### config.mk
export PLATFORM = sky130hd
export DESIGN_NAME = term_writer_flat
export DESIGN_NICKNAME = d
export VERILOG_FILES = /design/src/rtl/term_pkg.sv /design/src/rtl/term_if.sv /design/src/rtl/term_csi_parser.sv /design/src/rtl/term_writer.sv /design/src/flat_wrapper.sv
export SDC_FILE = /design/constraint.sdc
export NUM_CORES = 1
export LEC_CHECK = 0
export ABC_AREA = 1
export BUFFER_PORTS_ARGS = -buffer_cell sky130_fd_sc_hd__buf_2
export CORE_UTILIZATION = 40
export CTS_BUF_LIST = sky130_fd_sc_hd__clkbuf_2 sky130_fd_sc_hd__clkbuf_4 sky130_fd_sc_hd__clkbuf_8
export DETAILED_ROUTE_END_ITERATION = 6
export GPL_ROUTABILITY_DRIVEN = 1
export GPL_TIMING_DRIVEN = 1
export PLACE_DENSITY_LB_ADDON = 0.08
export REMOVE_ABC_BUFFERS = 1
export SYNTH_ARGS = -nofsm -noshare
export SYNTH_HDL_FRONTEND = slang
export SYNTH_SLANG_ARGS = --single-unit
### constraint.sdc
create_clock -name clk -period 3.75 [get_ports clk]
set_clock_uncertainty 0.05 [all_clocks]
set_input_delay 0.9375 -clock clk [delete_from_list [all_inputs] [get_ports clk]]
set_output_delay 0.9375 -clock clk [all_outputs]
set_load 0.05 [all_outputs]
### src/rtl/term_pkg.sv
// Shared constants, state/action types and address packing for the
// byte-stream terminal front end.
package term_pkg;

  localparam int COLS   = 80;
  localparam int ROWS   = 30;
  localparam int ADDR_W = 13;
  localparam int COL_W  = 7;
  localparam int ROW_W  = 5;

  localparam logic [COL_W-1:0] COL_LAST = COL_W'(COLS - 1);
  localparam logic [ROW_W-1:0] ROW_LAST = ROW_W'(ROWS - 1);

  localparam logic [7:0] BLANK        = 8'h20;
  localparam logic [7:0] CHR_CR       = 8'h0D;
  localparam logic [7:0] CHR_CR_HI    = 8'h8D;
  localparam logic [7:0] CHR_LF       = 8'h0A;
  localparam logic [7:0] CHR_BS       = 8'h08;
  localparam logic [7:0] CHR_ESC      = 8'h1B;
  localparam logic [7:0] CHR_LBRACKET = 8'h5B;
  localparam logic [7:0] CHR_SEMI     = 8'h3B;
  localparam logic [7:0] CHR_J        = 8'h4A;
  localparam logic [7:0] CHR_H        = 8'h48;
  localparam logic [7:0] CHR_K        = 8'h4B;

  typedef enum logic [2:0] {
    ST_GROUND     = 3'd0,
    ST_ESC        = 3'd1,
    ST_CSI        = 3'd2,
    ST_CLR_LINE   = 3'd3,
    ST_CLR_SCREEN = 3'd4
  } state_t;

  typedef enum logic [1:0] {
    ACT_NONE       = 2'd0,
    ACT_HOME       = 2'd1,
    ACT_CLR_SCREEN = 2'd2,
    ACT_CLR_LINE   = 2'd3
  } csi_act_t;

  // Character-cell address: row and column fields side by side, no multiply.
  function automatic logic [ADDR_W-1:0] pack_addr(input logic [ROW_W-1:0] row,
                                                  input logic [COL_W-1:0] col);
    pack_addr = {{(ADDR_W - ROW_W - COL_W){1'b0}}, row, col};
  endfunction

  // Row increment with wrap from the last row back to row 0 (no scrolling).
  function automatic logic [ROW_W-1:0] next_row(input logic [ROW_W-1:0] row);
    if (row == ROW_LAST) begin
      next_row = 5'd0;
    end else begin
      next_row = row + 5'd1;
    end
  endfunction

endpackage

### src/rtl/term_if.sv
// Byte input handshake, VRAM port A write bus and cursor/status outputs.
interface term_if;
  import term_pkg::*;

  logic              in_valid;
  logic [7:0]        in_data;
  logic              in_ready;
  logic              vram_we;
  logic [ADDR_W-1:0] vram_addr;
  logic [7:0]        vram_data;
  logic [COL_W-1:0]  cur_col;
  logic [ROW_W-1:0]  cur_row;
  logic              busy;

  modport slave (
    input  in_valid, in_data,
    output in_ready, vram_we, vram_addr, vram_data, cur_col, cur_row, busy
  );

  modport master (
    output in_valid, in_data,
    input  in_ready, vram_we, vram_addr, vram_data, cur_col, cur_row, busy
  );

endinterface

### src/rtl/term_csi_parser.sv
// ESC / CSI sequence tracker: decides the next escape-related state and
// accumulates the numeric parameter. The action code is a same-cycle pulse
// qualified by an accepted byte, so the writer can act on it immediately.
module term_csi_parser
  import term_pkg::*;
(
  input  logic     clk,
  input  logic     rst_n,
  input  state_t   state,
  input  logic     accept,
  input  logic [7:0] data,
  output state_t   esc_next,
  output csi_act_t act
);

  logic [6:0] p_r;
  logic [6:0] p_s;
  logic [9:0] p_acc_s;

  // Next escape state, action pulse and parameter update for the accepted byte.
  always_comb begin
    esc_next = state;
    act      = ACT_NONE;
    p_s      = p_r;
    p_acc_s  = ({3'b000, p_r} * 10'd10) + {6'b000000, data[3:0]};
    case (state)
      ST_ESC: begin
        if (accept) begin
          if (data == CHR_LBRACKET) begin
            esc_next = ST_CSI;
            p_s      = 7'd0;
          end else begin
            esc_next = ST_GROUND;
          end
        end else begin
          esc_next = ST_ESC;
        end
      end
      ST_CSI: begin
        if (accept) begin
          if (data >= 8'h30 && data <= 8'h39) begin
            esc_next = ST_CSI;
            if (p_acc_s > 10'd99) begin
              p_s = 7'd99;
            end else begin
              p_s = p_acc_s[6:0];
            end
          end else if (data == CHR_SEMI) begin
            esc_next = ST_CSI;
            p_s      = 7'd0;
          end else if (data < 8'h20) begin
            esc_next = ST_GROUND;
          end else if (data >= 8'h40 && data <= 8'h7E) begin
            esc_next = ST_GROUND;
            case (data)
              CHR_J: begin
                if (p_r == 7'd2) begin
                  act = ACT_CLR_SCREEN;
                end else begin
                  act = ACT_NONE;
                end
              end
              CHR_H:   act = ACT_HOME;
              CHR_K:   act = ACT_CLR_LINE;
              default: act = ACT_NONE;
            endcase
          end else begin
            // Intermediate bytes (0x20..0x3F other than digits/';') are skipped.
            esc_next = ST_CSI;
          end
        end else begin
          esc_next = ST_CSI;
        end
      end
      default: begin
        esc_next = state;
      end
    endcase
  end

  // Parameter accumulator register.
  always_ff @(posedge clk or negedge rst_n) begin
    if (!rst_n) begin
      p_r <= 7'd0;
    end else begin
      p_r <= p_s;
    end
  end

endmodule

### src/rtl/term_writer.sv
// Terminal front end: accepts UART bytes, keeps the cursor, and issues
// one character-cell write per cycle to VRAM port A, including line and
// screen clears. All outputs come straight from registers.
module term_writer
  import term_pkg::*;
(
  input  logic  clk,
  input  logic  btn_rst_n,
  term_if.slave bus
);

  state_t            state_r, state_s;
  logic [COL_W-1:0]  col_r, col_s;
  logic [ROW_W-1:0]  row_r, row_s;
  logic [COL_W-1:0]  clr_col_r, clr_col_s;
  logic [ROW_W-1:0]  clr_row_r, clr_row_s;
  logic              we_r, we_s;
  logic [ADDR_W-1:0] addr_r, addr_s;
  logic [7:0]        data_r, data_s;
  logic              ready_r, ready_s;
  logic              busy_r, busy_s;
  logic              accept_s;
  state_t            esc_next_s;
  csi_act_t          act_s;

  assign accept_s = bus.in_valid && ready_r;

  term_csi_parser u_csi (
    .clk      (clk),
    .rst_n    (btn_rst_n),
    .state    (state_r),
    .accept   (accept_s),
    .data     (bus.in_data),
    .esc_next (esc_next_s),
    .act      (act_s)
  );

  // Next state, cursor, clear counters and the write to issue this cycle.
  always_comb begin
    state_s   = state_r;
    col_s     = col_r;
    row_s     = row_r;
    clr_col_s = clr_col_r;
    clr_row_s = clr_row_r;
    we_s      = 1'b0;
    addr_s    = addr_r;
    data_s    = data_r;
    case (state_r)
      ST_GROUND: begin
        if (accept_s) begin
          if (bus.in_data >= 8'h20 && bus.in_data <= 8'h7E) begin
            we_s   = 1'b1;
            addr_s = pack_addr(row_r, col_r);
            data_s = bus.in_data;
            if (col_r == COL_LAST) begin
              col_s     = 7'd0;
              row_s     = next_row(row_r);
              clr_row_s = next_row(row_r);
              clr_col_s = 7'd0;
              state_s   = ST_CLR_LINE;
            end else begin
              col_s = col_r + 7'd1;
            end
          end else begin
            case (bus.in_data)
              CHR_CR, CHR_CR_HI: col_s = 7'd0;
              CHR_LF: begin
                row_s     = next_row(row_r);
                clr_row_s = next_row(row_r);
                clr_col_s = 7'd0;
                state_s   = ST_CLR_LINE;
              end
              CHR_BS: begin
                if (col_r != 7'd0) begin
                  col_s  = col_r - 7'd1;
                  we_s   = 1'b1;
                  addr_s = pack_addr(row_r, col_r - 7'd1);
                  data_s = BLANK;
                end else begin
                  col_s = col_r;
                end
              end
              CHR_ESC: state_s = ST_ESC;
              default: state_s = ST_GROUND;
            endcase
          end
        end else begin
          state_s = ST_GROUND;
        end
      end
      ST_ESC, ST_CSI: begin
        if (accept_s) begin
          state_s = esc_next_s;
          case (act_s)
            ACT_HOME: begin
              col_s = 7'd0;
              row_s = 5'd0;
            end
            ACT_CLR_SCREEN: begin
              col_s     = 7'd0;
              row_s     = 5'd0;
              clr_col_s = 7'd0;
              clr_row_s = 5'd0;
              state_s   = ST_CLR_SCREEN;
            end
            ACT_CLR_LINE: begin
              clr_row_s = row_r;
              clr_col_s = 7'd0;
              state_s   = ST_CLR_LINE;
            end
            default: state_s = esc_next_s;
          endcase
        end else begin
          state_s = state_r;
        end
      end
      ST_CLR_LINE: begin
        we_s   = 1'b1;
        addr_s = pack_addr(clr_row_r, clr_col_r);
        data_s = BLANK;
        if (clr_col_r == COL_LAST) begin
          clr_col_s = 7'd0;
          state_s   = ST_GROUND;
        end else begin
          clr_col_s = clr_col_r + 7'd1;
        end
      end
      ST_CLR_SCREEN: begin
        we_s   = 1'b1;
        addr_s = pack_addr(clr_row_r, clr_col_r);
        data_s = BLANK;
        if (clr_col_r == COL_LAST) begin
          clr_col_s = 7'd0;
          if (clr_row_r == ROW_LAST) begin
            clr_row_s = 5'd0;
            state_s   = ST_GROUND;
          end else begin
            clr_row_s = clr_row_r + 5'd1;
          end
        end else begin
          clr_col_s = clr_col_r + 7'd1;
        end
      end
      default: begin
        clr_col_s = 7'd0;
        clr_row_s = 5'd0;
        state_s   = ST_CLR_SCREEN;
      end
    endcase
    ready_s = (state_s == ST_GROUND) || (state_s == ST_ESC) || (state_s == ST_CSI);
    busy_s  = (state_s == ST_CLR_LINE) || (state_s == ST_CLR_SCREEN);
  end

  // State, cursor and output registers; reset starts a full screen clear.
  always_ff @(posedge clk or negedge btn_rst_n) begin
    if (!btn_rst_n) begin
      state_r   <= ST_CLR_SCREEN;
      col_r     <= 7'd0;
      row_r     <= 5'd0;
      clr_col_r <= 7'd0;
      clr_row_r <= 5'd0;
      we_r      <= 1'b0;
      addr_r    <= {ADDR_W{1'b0}};
      data_r    <= 8'h00;
      ready_r   <= 1'b0;
      busy_r    <= 1'b1;
    end else begin
      state_r   <= state_s;
      col_r     <= col_s;
      row_r     <= row_s;
      clr_col_r <= clr_col_s;
      clr_row_r <= clr_row_s;
      we_r      <= we_s;
      addr_r    <= addr_s;
      data_r    <= data_s;
      ready_r   <= ready_s;
      busy_r    <= busy_s;
    end
  end

  assign bus.in_ready  = ready_r;
  assign bus.vram_we   = we_r;
  assign bus.vram_addr = addr_r;
  assign bus.vram_data = data_r;
  assign bus.cur_col   = col_r;
  assign bus.cur_row   = row_r;
  assign bus.busy      = busy_r;

endmodule
### src/flat_wrapper.sv
// flat-port wrapper written by rule: the top's interface ports become plain ports
module term_writer_flat import term_pkg::*;
  (clk, btn_rst_n, bus_in_valid, bus_in_data, bus_in_ready, bus_vram_we, bus_vram_addr, bus_vram_data, bus_cur_col, bus_cur_row, bus_busy);
  term_if bus_i ();
  input  logic clk;
  input  logic btn_rst_n;
  input wire logic [$bits(bus_i.in_valid)-1:0] bus_in_valid;
  input wire logic [$bits(bus_i.in_data)-1:0] bus_in_data;
  output wire logic [$bits(bus_i.in_ready)-1:0] bus_in_ready;
  output wire logic [$bits(bus_i.vram_we)-1:0] bus_vram_we;
  output wire logic [$bits(bus_i.vram_addr)-1:0] bus_vram_addr;
  output wire logic [$bits(bus_i.vram_data)-1:0] bus_vram_data;
  output wire logic [$bits(bus_i.cur_col)-1:0] bus_cur_col;
  output wire logic [$bits(bus_i.cur_row)-1:0] bus_cur_row;
  output wire logic [$bits(bus_i.busy)-1:0] bus_busy;
  assign bus_i.in_valid = bus_in_valid;
  assign bus_i.in_data = bus_in_data;
  assign bus_in_ready = bus_i.in_ready;
  assign bus_vram_we = bus_i.vram_we;
  assign bus_vram_addr = bus_i.vram_addr;
  assign bus_vram_data = bus_i.vram_data;
  assign bus_cur_col = bus_i.cur_col;
  assign bus_cur_row = bus_i.cur_row;
  assign bus_busy = bus_i.busy;
  term_writer u_core (.clk(clk), .btn_rst_n(btn_rst_n), .bus(bus_i));
endmodule
==> qor.yml, run 1 <==
outcome: "finished, final reports clean"
clock_sinks: 57
final_max_slew_viol_count: 0
required_ns: 3.97
vias_per_cell: 5.17
clock_power_share: 0.487
synthToLayoutAreaGrowth_pct: 12.6
p_comb_frac: 0.042
cts_max_level: 3
antenna_found_initial: 0
fin_tns_setup_ns: 0
initialDrtViolationCount: 181
wl_per_cell_um: 14.1
met3_length_um: 318
grt_pass1_vias: 3915
power_frac_seq: 0.471
worstPathMaxFanout: 5
maxSlewHeadroom: 0.653
synth_area_sq_um: 4330
critical_path_class: "register to register"
layout_common_cells: "159 x nand2_1, 65 x nor2_1, 63 x inv_1"
globalplace.congestion: 0.847
hold_path_class: "register to register"
ctsResizeCount: 0
post_cts_buffers: 0
finalHoldViolations: 0
synth-seq-cells: 57
die_area_sq_um: 11200
clkSlewWorstSetupHoldPaths_ns: 0.07
dr_wl_met2_um: 5110
crit_arrival_ns: 3.23
power.switching_uw: 298
drive_above_1_share: 0.167
p_leak_uw: 0.00248
nets: 682
cts_buffer_depth: 2
tightest_slew_ns: 0.521
rsz0062_at_grt: "false"
dieWidth_um: 106
slowest_stage: "fa_1"
wl_met1_um: 5530
avgSynthCellArea_sq_um: 7.21
rows: 37
critPathBufInv: 2
maxCapViolCount: 0
grt_pass1_wl_um: 18800
fill_cells: 1102
core_sq_um: 10400
num_vias: 4066
grt_util_all_layers: 0.211
start_util: 0.415
power_uw: 1300
cts-root-buf: "clkbuf_8"
fin_crit_sh: 0.803
critPathTopFamily: "simple AND/OR/NAND/NOR gates"
drt_pass1_iterations: 5
io_pins: 47
antenna_cells: 0
dp_hpwl_um: 8370
place_area_sq_um: 4660
yosys_warnings: 0
end_kind: "register"
setup_viol_count_final: 0
die_y_um: 106
postRouteAntennaNets: 0
cts_hold_buf: 0
cts_tree: "done"
syn_inst: 600
overflow: 0
cp_slowest_stage_delay_ns: 0.52
peakVddDrop_mv: 0.189
swShare: 0.229
period_minus_slack_ns: 3.01
post-route-drc-count: 0
cp_common_cell: "nand3_1"
yosysUniqueCellTypes: 40
worstPathCellList: "ha_1 -> ha_1 -> inv_1 -> fa_1 -> inv_1 -> nand3_1 -> nor2_1 -> nand3_1 -> nand2_1 -> nand3_1 -> nor2_1 -> nand3_1 -> o21ai_1"
p_int_uw: 1010
clk_latency_ns: 0.35
stdcell_area_sq_um: 4870
port_buffers: 45
max_freq_mhz: 332
highest_layer: "met4"
power.density_nw_per_um2: 268
crit_path_start_kind: "register"
grt_max_degree: 36
yosysSeqAreaShare: 0.330
cts_buffers: 9
final_common_cell: "nand2_1"
wirelength_um: 11100
-- final timing paths --
check                                              from                 endpoint  slack [ns]  cells past startpoint
worst max-delay path                u_core.u_csi.p_r[1]      u_core.u_csi.p_r[3]        0.74                     13
worst min-delay path            u_core.bus.vram_data[7]  u_core.bus.vram_data[7]        0.44                      2
worst max register to register      u_core.u_csi.p_r[1]      u_core.u_csi.p_r[3]        0.74                     13
worst min register to register  u_core.bus.vram_data[7]  u_core.bus.vram_data[7]        0.44                      2
max in group asynchronous                     btn_rst_n      u_core.clr_col_r[5]        2.29                      2
min in group asynchronous                     btn_rst_n      u_core.u_csi.p_r[5]        0.52                      1
-- cells by family after synthesis --
family | after synthesis | share of synthesized area
flops | 57 | 0.330
simple gates | 341 | 0.383
buf+inv | 83 | 0.0795
compound gates | 81 | 0.107
other cells | 1 | 0.000867
fa+ha+maj | 25 | 0.0758
xor+xnor | 12 | 0.0243
-- flip-flops by register name, summed over array words and instances, names as in the netlist --
register,count
u_core.bus.in_ready,1
u_core.u_csi.p_r,7
u_core.bus.vram_we,1
u_core.bus.cur_row,5
u_core.bus.vram_data,8
u_core.clr_col_r,7
u_core.state_r,3
u_core.clr_row_r,5
u_core.bus.vram_addr,12
u_core.bus.busy,1
u_core.bus.cur_col,7
-- cells in the mapped netlist (all sizes together) --
| cell | n | area [sq um] |
|---|---|---|
| conb | 1 | 3.75 |
| a21oi | 15 | 75.1 |
| o31ai | 3 | 22.5 |
| o221ai | 2 | 17.5 |
| o211ai | 6 | 45.0 |
| xor2 | 11 | 96.3 |
| or2 | 2 | 12.5 |
| nor3b | 1 | 7.51 |
| nand3b | 1 | 11.3 |
| buf | 9 | 63.8 |
| dfstp | 2 | 52.6 |
| a31oi | 9 | 56.3 |
| ha | 23 | 288 |
| o21ai | 38 | 190 |
| dfrtp | 55 | 1380 |
| a41oi | 1 | 8.76 |
| nor2 | 79 | 413 |
| nor3 | 6 | 52.6 |
| fa | 2 | 40.0 |
| clkbuf | 2 | 7.51 |
| nand4 | 18 | 113 |
| o22ai | 5 | 31.3 |
| nand3 | 66 | 378 |
| nand2 | 168 | 668 |
| inv | 72 | 273 |
| xnor2 | 1 | 8.76 |
| o21a | 2 | 15.0 |
-- power by group through the flow --
| stage | Combinational (uW) | Sequential, uW | Clock (uW) |
|---|---|---|---|
| after floorplan | 25.1 | 626 | 0 |
| after global placement | 54.6 | 626 | 0 |
| after detailed placement | 56.1 | 626 | 0 |
| after CTS | 56.4 | 615 | 659 |
| after global routing | 62.3 | 614 | 684 |
| final | 54.5 | 615 | 635 |
-- stage by stage --
stage               setup slack (ns)   util  hold WS, ns  cells
floorplan                      0.976      -        0.440    589
global placement               0.627  0.447        0.429    771
detailed placement             0.549  0.447        0.434    771
CTS                            0.758  0.468        0.446    787
global route                   0.522  0.468        0.483    787
finish                         0.738  0.468        0.440    787
-- worst min-delay path, cell delays in order (launching register included) --
cell and delay, ns:
dfrtp_1 0.37, inv_1 0.05, nor2_1 0.04
-- per-layer routing --
| layer | track usage | vias to the layer above |
|---|---|---|
| met2 | 0.341 | 52 |
| met3 | 0.0429 | 8 |
| met4 | 0.0635 | 0 |
| met1 | 0.285 | 1929 |
| li1 | - | 2077 |
| met5 | 0 | - |
-- cell type report --
class	instances	area, sq um	area share
Sequential cell	57	1430	0.293
Timing Repair Buffer	46	233	0.0478
Multi-Input combinational cell	460	2550	0.524
Clock inverter	6	82.6	0.0169
Clock buffer	10	131	0.0270
Tap cell	136	170	0.0349
Inverter	72	273	0.0560
(Power assumes the default switching activity.)
==> run 2: changes to the inputs <==
ABC_AREA = 0   (was 1)
clock period = 2.5 ns   (was 3.75 ns; I/O delays follow)
==> run 2 against run 1 <==
The flow now finishes with violations (setup timing). First-iteration DRC count is 32% higher. Die area is 3.5% lower. Cell area is 20% higher. Global-route usage is 3.2 points higher.
==> qor.yml, run 2 <==
grt_pass1_wl_um: 21300  # +13%
dieWidth_um: 104  # -1.7%
p_leak_uw: 0.00270  # +8.7%
synth_ff_type: "dfrtp_1"
synth_common_cells: "70 x nand2_1, 55 x dfrtp_1, 49 x nor2_1, 41 x o21ai_0, 23 x ha_1"
wirelength_um: 12800  # +15%
worstSetupStartpoint: "bus_in_data[5]"
yosys_warnings: 0  # unchanged
critPathCapture: "u_core.clr_row_r[0]"
yosysUniqueCellTypes: 75  # +88%
stdcell_area_sq_um: 5840  # +20%
globalplace.congestion: 0.835  # -1.4%
final_common_cell: "buf_4"
num_vias: 4382  # +7.8%
fin_crit_sh: 1.26
nets: 681  # -0.15%
required_ns: 2.69  # -1.28 ns
setup_viol_count_final: 31  # +31
grt_pass1_vias: 4295  # +9.7%
final_util: 0.587  # +0.119
holdWs_ns: 0.205  # -0.235 ns
largest_reg_flops: 12  # unchanged
violations: "setup timing"
period_minus_slack_ns: 3.15
critical_path_class: "input port to register"
peakVddDrop_mv: 0.303  # +60%
hold_path_class: "input port to asynchronous set/reset pin"
max_freq_mhz: 318
grt_util_all_layers: 0.244  # +0.0321
drt_pass1_iterations: 5  # unchanged
overflow: 0  # unchanged
initialDrtViolationCount: 239  # +32%
cts_buffer_depth: 2  # unchanged
cts_tree: "done"
rows: 36  # -2.7%
avgSynthCellArea_sq_um: 8.28  # +15%
outcome: "finished, violations left"
cts_max_level: 3  # unchanged
power_uw: 1950  # +50%
clock_sinks: 57  # unchanged
port_buffers: 45  # unchanged
crit_arrival_ns: 3.34  # +0.11 ns
yosysTopAreaCellShare: 0.330  # +0.0116
worstPathMaxFanout: 6  # +1
cts-root-buf: "clkbuf_8"
antenna_found_initial: 0  # unchanged
synth-seq-cells: 57  # unchanged
synth-edff-count: 0  # unchanged
start_util: 0.419  # +0.00393
rr_startpoint: "u_core.u_csi.p_r[3]"
ys_async_sr_fraction: 1.00  # unchanged
finalHoldViolations: 0  # unchanged
r2r-end: "u_core.clr_row_r[0]"
maxCapViolCount: 0  # unchanged
final_max_slew_viol_count: 0  # unchanged
place_area_sq_um: 5200  # +12%
cts_buffers: 9  # unchanged
antenna_cells: 0  # unchanged
grt_max_degree: 26  # -28%
yosysSeqAreaShare: 0.342  # +0.0121
synth_area_sq_um: 4170  # -3.5%
synth_most_common_cell: "nand2_1"
maxSlewHeadroom: 0.620  # -0.0326
wl_per_cell_um: 16.3  # +16%
r2r_cells: 12  # -1
postRouteAntennaNets: 0  # unchanged
final_cells: 783  # -0.51%
place_inst: 757  # -1.8%
synth_area_leaders: "dfrtp_1 33%, ha_1 6.9%, nand2_1 6.3%, o21ai_0 4.9%, nor2_1 4.4%"
rsz0062_at_grt: "true"
vias_per_cell: 5.60  # +8.3%
die_area_sq_um: 10800  # -3.5%
reg2reg_slack_ns: -0.53  # -1.27 ns
core_sq_um: 9950  # -4.4%
clk_latency_ns: 0.36  # about the same
yosys.area.top_type: "dfrtp_1"
end_kind: "register"
io_pins: 47  # unchanged
syn_inst: 504  # -16%
power.density_nw_per_um2: 334  # +25%
crit_path_start_kind: "input port"
synthToLayoutAreaGrowth_pct: 40.0
cts_hold_buf: 0  # unchanged
die_y_um: 104  # -1.7%
worst_slack_ns: -0.646  # -1.38 ns
tightest_slew_ns: 0.570  # +0.0489 ns
dp_hpwl_um: 9330  # +11%
clkSlewWorstSetupHoldPaths_ns: 0.08  # about the same
layout_common_cells: "105 x buf_4, 69 x nand2_1, 54 x dfrtp_1"
drive_above_1_share: 0.352  # +0.185
post-route-drc-count: 0  # unchanged
==> run 2: final cells by class <==
class | count | area, sq um
clock buffer | 10 | 138
clock inverter | 6 | 67.6
fill | 919 | 4110
inverter | 16 | 60.1
multi-input combinational | 406 | 2910
sequential | 57 | 1430
tap | 133 | 166
timing repair buffer | 155 | 1080
==> run 2: how the worst min path moves through the flow <==
stage,start,to,slack (ns),cells after the start
floorplan,btn_rst_n,u_core.bus.cur_col[0],0.28,0
global placement,u_core.bus.vram_data[2],u_core.bus.vram_data[2],0.40,2
detailed placement,u_core.bus.vram_data[4],u_core.bus.vram_data[4],0.41,2
CTS,btn_rst_n,u_core.bus.vram_addr[6],0.21,1
global route,btn_rst_n,u_core.bus.vram_addr[10],0.23,1
finish,btn_rst_n,u_core.bus.vram_addr[6],0.21,1
==> run 2: where the power goes <==
part	total, uW	leakage, uW	switching, uW	internal [uW]
combinational	132	0.00189	77.6	54.2
clock	901	0.0000985	413	488
sequential	922	0.000712	0	922
total	1950	0.00270	491	1460
==> run 2: what timing repair did <==
action                                  4_1_cts  5_1_grt
cloned                                        1        0
endpoints found under the setup margin       31       31
buffers inserted                              5        5
pin swaps                                    39       11
gates resized for setup                      65       22
==> run 2: logic make-up (layout without fill, tap and decap cells) <==
kind of cell    after synthesis  after routing  share of synthesized area
simple gates                216            216                      0.252
flops                        57             57                      0.342
buf+inv                      41            187                     0.0420
mux                           3              3                    0.00779
compound gates              144            144                      0.241
xor+xnor                     16             16                     0.0336
other cells                   1              1                   0.000898
fa+ha+maj                    26             26                     0.0809
==> run 2: layer usage <==
metal  track usage  up-vias  share of wire
met5             0        -              0
met4        0.0520        0         0.0088
met3        0.0602        8          0.042
met2         0.398      103           0.49
met1         0.325     2125           0.46
li1              -     2146              -
==> run 2: stage by stage <==
step,worst slack (ns),setup TNS (ns)
after floorplan,-1.14,-21.51
after global routing,-0.752,-15.85
after global placement,-1.24,-28.32
after CTS,-0.571,-12.45
final,-0.646,-12.95
after detailed placement,-1.31,-30.74
==> run 2: worst max-delay path: stages <==
cell       delay [ns]
buf_6            0.09
or4b_1           0.52
or3_4            0.35
a211oi_4         0.22
o211a_1          0.23
ha_2             0.19
nor2_2           0.04
maj3_2           0.33
a2111oi_4        0.33
nor2_2           0.12
buf_4            0.16
nand2_1          0.05
o21ai_1          0.06
